## config.mk

```make
export PLATFORM = sky130hd
export DESIGN_NAME = feistel_f_seq
export DESIGN_NICKNAME = d
export VERILOG_FILES = /design/src/rtl/feistel_f_seq.sv
export SDC_FILE = /design/constraint.sdc
export NUM_CORES = 1
export LEC_CHECK = 0
export BUFFER_PORTS_ARGS = -buffer_cell sky130_fd_sc_hd__clkbuf_2
export CORE_MARGIN = 4
export CORE_UTILIZATION = 55
export DETAILED_ROUTE_END_ITERATION = 16
export PLACE_DENSITY = 0.77
export RECOVER_POWER = 100
export SYNTH_ARGS = -nofsm -noshare
export SYNTH_HDL_FRONTEND = slang
export SYNTH_SLANG_ARGS = --single-unit
```

## constraint.sdc

```tcl
create_clock -name clk -period 10.51 [get_ports clk]
set_input_delay 3.153 -clock clk [delete_from_list [all_inputs] [get_ports clk]]
set_output_delay 3.153 -clock clk [all_outputs]
set_load 0.02 [all_outputs]
```

## src/rtl/feistel_f_seq.sv

```systemverilog
// DES round function f(R,K), S-box lookups serialised through one external ROM; result 9+SBOX_LAT cycles after accept.
// One operand in flight: in_ready only in IDLE, result held in DONE until out_ready.
module feistel_f_seq #(
    parameter int SBOX_LAT = 1
) (
    input  logic        clk,
    input  logic        rst,
    input  logic        in_valid,
    output logic        in_ready,
    input  logic [31:0] r_in,
    input  logic [47:0] k_in,
    output logic        sbox_req,
    output logic [2:0]  sbox_sel,
    output logic [5:0]  sbox_addr,
    input  logic [3:0]  sbox_data,
    output logic        out_valid,
    input  logic        out_ready,
    output logic [31:0] f_out,
    output logic        busy
);

    typedef enum logic [1:0] {IDLE, RUN, DONE} state_t;

    // Tables are zero-based: entry j is the source bit index (FIPS bit n lives at index n-1).
    localparam logic [4:0] E_IDX [48] = '{
        5'd31, 5'd0,  5'd1,  5'd2,  5'd3,  5'd4,
        5'd3,  5'd4,  5'd5,  5'd6,  5'd7,  5'd8,
        5'd7,  5'd8,  5'd9,  5'd10, 5'd11, 5'd12,
        5'd11, 5'd12, 5'd13, 5'd14, 5'd15, 5'd16,
        5'd15, 5'd16, 5'd17, 5'd18, 5'd19, 5'd20,
        5'd19, 5'd20, 5'd21, 5'd22, 5'd23, 5'd24,
        5'd23, 5'd24, 5'd25, 5'd26, 5'd27, 5'd28,
        5'd27, 5'd28, 5'd29, 5'd30, 5'd31, 5'd0
    };

    localparam logic [4:0] P_IDX [32] = '{
        5'd15, 5'd6,  5'd19, 5'd20, 5'd28, 5'd11, 5'd27, 5'd16,
        5'd0,  5'd14, 5'd22, 5'd25, 5'd4,  5'd17, 5'd30, 5'd9,
        5'd1,  5'd7,  5'd23, 5'd13, 5'd31, 5'd26, 5'd2,  5'd8,
        5'd18, 5'd12, 5'd29, 5'd5,  5'd21, 5'd10, 5'd3,  5'd24
    };

    function automatic logic [47:0] expand(input logic [31:0] r);
        logic [47:0] e;
        for (int j = 0; j < 48; j++) e[j] = r[E_IDX[j]];
        return e;
    endfunction

    function automatic logic [31:0] pperm(input logic [31:0] s);
        logic [31:0] p;
        for (int i = 0; i < 32; i++) p[i] = s[P_IDX[i]];
        return p;
    endfunction

    state_t      state, state_nxt;
    logic [47:0] x;
    logic [31:0] s, s_next;
    logic [3:0]  rd_cnt;
    logic [2:0]  cap_cnt;
    logic        req_d1, req_d2;
    logic        cap_vld, cap_en, load_x, done_ld;
    logic [5:0]  x_base;
    logic [5:0]  chunk;

    // x_base = 6*rd_cnt, built from shifts to keep the arithmetic at 6 bits
    assign x_base  = {1'b0, rd_cnt[2:0], 2'b00} + {2'b00, rd_cnt[2:0], 1'b0};
    assign chunk   = x[x_base +: 6];
    assign cap_vld = (SBOX_LAT == 2) ? req_d2 : req_d1;

    // ROM nibble is MSB-first in FIPS order, so it lands bit-reversed in s
    always_comb begin
        s_next = s;
        s_next[{cap_cnt, 2'b00} +: 4] = {sbox_data[0], sbox_data[1], sbox_data[2], sbox_data[3]};
    end

    always_ff @(posedge clk or posedge rst) begin
        if (rst) state <= IDLE;
        else     state <= state_nxt;
    end

    always_comb begin
        state_nxt = state;
        in_ready  = 1'b0;
        out_valid = 1'b0;
        busy      = 1'b1;
        sbox_req  = 1'b0;
        sbox_sel  = 3'd0;
        sbox_addr = 6'd0;
        load_x    = 1'b0;
        cap_en    = 1'b0;
        done_ld   = 1'b0;
        case (state)
            IDLE: begin
                in_ready = 1'b1;
                busy     = 1'b0;
                if (in_valid) begin
                    load_x    = 1'b1;
                    state_nxt = RUN;
                end
            end
            RUN: begin
                if (!rd_cnt[3]) begin
                    sbox_req  = 1'b1;
                    sbox_sel  = rd_cnt[2:0];
                    sbox_addr = {chunk[0], chunk[1], chunk[2], chunk[3], chunk[4], chunk[5]};
                end
                cap_en = cap_vld;
                if (cap_vld && cap_cnt == 3'd7) begin
                    done_ld   = 1'b1;
                    state_nxt = DONE;
                end
            end
            DONE: begin
                out_valid = 1'b1;
                if (out_ready) state_nxt = IDLE;
            end
            default: state_nxt = IDLE;
        endcase
    end

    always_ff @(posedge clk or posedge rst) begin
        if (rst) begin
            x       <= '0;
            s       <= '0;
            rd_cnt  <= '0;
            cap_cnt <= '0;
            req_d1  <= 1'b0;
            req_d2  <= 1'b0;
            f_out   <= '0;
        end else begin
            req_d1 <= sbox_req;
            req_d2 <= req_d1;
            if (load_x) begin
                x       <= expand(r_in) ^ k_in;
                rd_cnt  <= '0;
                cap_cnt <= '0;
            end else if (sbox_req) begin
                rd_cnt <= rd_cnt + 4'd1;
            end
            if (cap_en) begin
                s       <= s_next;
                cap_cnt <= cap_cnt + 3'd1;
            end
            if (done_ld) f_out <= pperm(s_next);
        end
    end

endmodule

```

==> impl_metrics.toml <==
[status]
status = "finished with violations"
violations = "capacitance limit, slew limit"

[global_route]
grt-ovfl-total = 0
grt_pass1_wl_mm = 25.23
grt_pass1_vias = 5104
grt_max_degree = 100
antenna_found_initial = 0
track_usage_pct = 22.41

[timing]
setup_tns_ns = 0
clock_skew_ns = 0.005533
finalCriticalPeriod_ns = 7.267
finalSetupViolations = 0
finalHoldViolations = 0
fmax_ghz = 0.1376
drv_slew = 144
maxSlewHeadroom_pct = -147.4
fin_crit_sh_pct = 69.14
worstMarginPinSlew_ns = 3.710
rsz0062_at_grt = "false"

[detailed_routing]
drc = 0
wire_per_inst_um = 17.03
firstDrtPassIters = 4
first_iter_violations = 359
ant_nets = 0
drt_wl_total_mm = 14.80
viasPerCell = 5.605
num_vias = 4871

[clocking]
cts.clk_slew.worst_paths_ns = 0.05
cts-root-buf = "clkbuf_16"
insertion_delay_ns = 0.42
post_cts_buffers = 0
cts_buffers = 17
cts.sinks = 122
cts_buffer_depth = 2
cts_resized = 0
ctsHoldBuffers = 0
cts_tree = "done"
htree_levels = 4

[hold_path]
hold_depth = 2
min-delay-start = "f_out[15]"
hold_end = "f_out[15]"
hp-class = "register to register"

[synthesis]
synth_ff_type = "dfrtp_1"
yosys-top-cells-area = "dfrtp_1 (46%), mux2i_1 (7.5%), xnor2_1 (6.7%), mux4_2 (6.4%), mux2_2 (5.3%)"
synthArstFlopShare_pct = 100.0
syn_avg_cell_area_um2 = 11.24
post-synth-top-area-cell = "dfrtp_1"
synth_top_area_share_pct = 45.96
ys_ff_latch = 122
yosys_warnings = 0
synth_common_cells = "dfrtp_1 (122), nor2_1 (61), a21oi_1 (51), xnor2_1 (51), mux2i_1 (50)"
synth_seq_area_share_pct = 45.96
yosysMostFrequentCell = "dfrtp_1"
synth_edf_count = 0
syn_area_um2 = 6643
synthesis.nets = 690
syn_inst = 591
synthDistinctLibCells = 49

[job]
maxCapViolCount = 2

[cells_and_area]
fin_cells = 869
fin_nets = 813
drive_gt1_share_pct = 24.79
diodes = 0
area.growth.synth_to_final_pct = 17.52

[setup_path]
critical_path_class = "register to primary output"
r2r_start = "state[0]"
ff2ff_setup_slack_ns = 6.49
crit_arrival_ns = 4.11
cp.required_ns = 7.36
r2r_end = "x[22]"
endpoint_kind = "primary output"
crit_fanout = 29
worstRegToRegCells = 3
startpoint_type = "register"

[die]
initial_utilization_pct = 57.20
die_w_um = 117.9
dieArea_um2 = 13900
die_h_um = 117.9
coreArea_um2 = 11610
rows = 39
io_pins = 133

[pwr]
pwr-share-clk_pct = 18.2
comb_power_share_pct = 51.9
leakage_nw = 3.540
intPower_mw = 1.716
p_sw_mw = 1.219
sw_frac_of_total_pct = 41.53
cellPowerDensity_nw_per_um2 = 376.0
peakVddDrop_v = 0.0001922
power_frac_seq_pct = 29.9

[place]
place_inst = 838
hpwl_mm = 10.58
io_buffers = 132
place.gp.congestion = 0.8815
## power groups by stage
stage | logic (mW) | registers [mW] | clock network [mW]
after floorplan | 1.18 | 0.887 | 0
after global placement | 1.51 | 0.864 | 0
after detailed placement | 1.55 | 0.878 | 0
after CTS | 1.56 | 0.874 | 0.542
after global routing | 1.68 | 0.905 | 0.565
final | 1.52 | 0.877 | 0.535
## critical path, stage by stage (launching register included)
cell,delay [ns]
dfrtp_1,0.41
ha_1,0.23
inv_1,0.08
fa_1,0.49
clkbuf_1,1.09
mux2i_1,0.26
mux4_1,0.55
or2_0,0.21
o211ai_1,0.11
clkbuf_1,0.26
## layout make-up
| cell class | count | area (um^2) |
|---|---|---|
| clock buffer | 24 | 471.7 |
| clock inverter | 7 | 68.82 |
| fill | 940 | 3807 |
| inverter | 9 | 35.03 |
| multi-input combinational | 426 | 3362 |
| sequential | 122 | 3053 |
| tap | 143 | 178.9 |
| timing repair buffer | 138 | 636.9 |
## registers in the layout, indices dropped and copies added (netlist names)
name,count
cap_cnt,3
cap_vld,1
f_out,32
rd_cnt,4
s,32
state,2
x,48
## through the flow
step / hold WS (ns) / util, % / area (um^2) / power [mW] / setup WS (ns)
after global placement: 0.4603 / 63.27 / 7348 / 2.370 / 4.791
after global routing: 0.5129 / 67.22 / 7806 / 3.149 / 3.017
final: 0.4750 / 67.22 / 7806 / 2.935 / 3.243
after CTS: 0.4834 / 67.93 / 7889 / 2.977 / 4.154
after detailed placement: 0.4715 / 63.27 / 7348 / 2.426 / 4.634
after floorplan: 0.4774 / - / 6643 / 2.066 / 4.114
## cells by family (layout without fill, tap and decap cells)
kind of cell,count (synthesis),count (layout),synth area share (%)
mux,108,108,21.72
compound gates,106,106,8.778
simple gates,149,149,11.11
buf+inv,43,178,3.390
xor+xnor,52,52,6.856
fa+ha+maj,11,11,2.185
flops,122,122,45.96
## worst max path at each step
stage / from / to / depth (start not counted)
after global routing: rd_cnt[1] / sbox_addr[2] / 9
after global placement: rd_cnt[1] / sbox_addr[2] / 9
after floorplan: rst / cap_cnt[0] / 1
after CTS: rd_cnt[1] / sbox_addr[2] / 9
after detailed placement: rd_cnt[1] / sbox_addr[2] / 9
final: rd_cnt[1] / sbox_addr[2] / 9
## layer usage
metal | part of all wire, % | GRT usage (%)
met5 | 0 | 0
met4 | 1.4 | 7.766
met2 | 49 | 35.61
met1 | 45 | 30.37
met3 | 4.9 | 5.286
## placed cells by master (no fill, tap or decap), drive strengths merged, types with 2 or more instances in the layout
master and instances:
clkinvlp 3, mux4 23, dfrtp 122, nand2b 3, nand3b 2, nor2 61, nor3b 8, buf 3
mux2 35, a21oi 51, xnor2 51, o21ai 38, a22o 2, a221o 2, clkinv 4, nor2b 2
nor4b 2, clkbuf 159, a31oi 3, nor3 2, nand2 40, mux2i 50, and2 13, and3 4
nand3 4, o211ai 4, and3b 2, or2 4, ha 10, inv 8
Note: power is estimated with default switching activity, not from simulation.
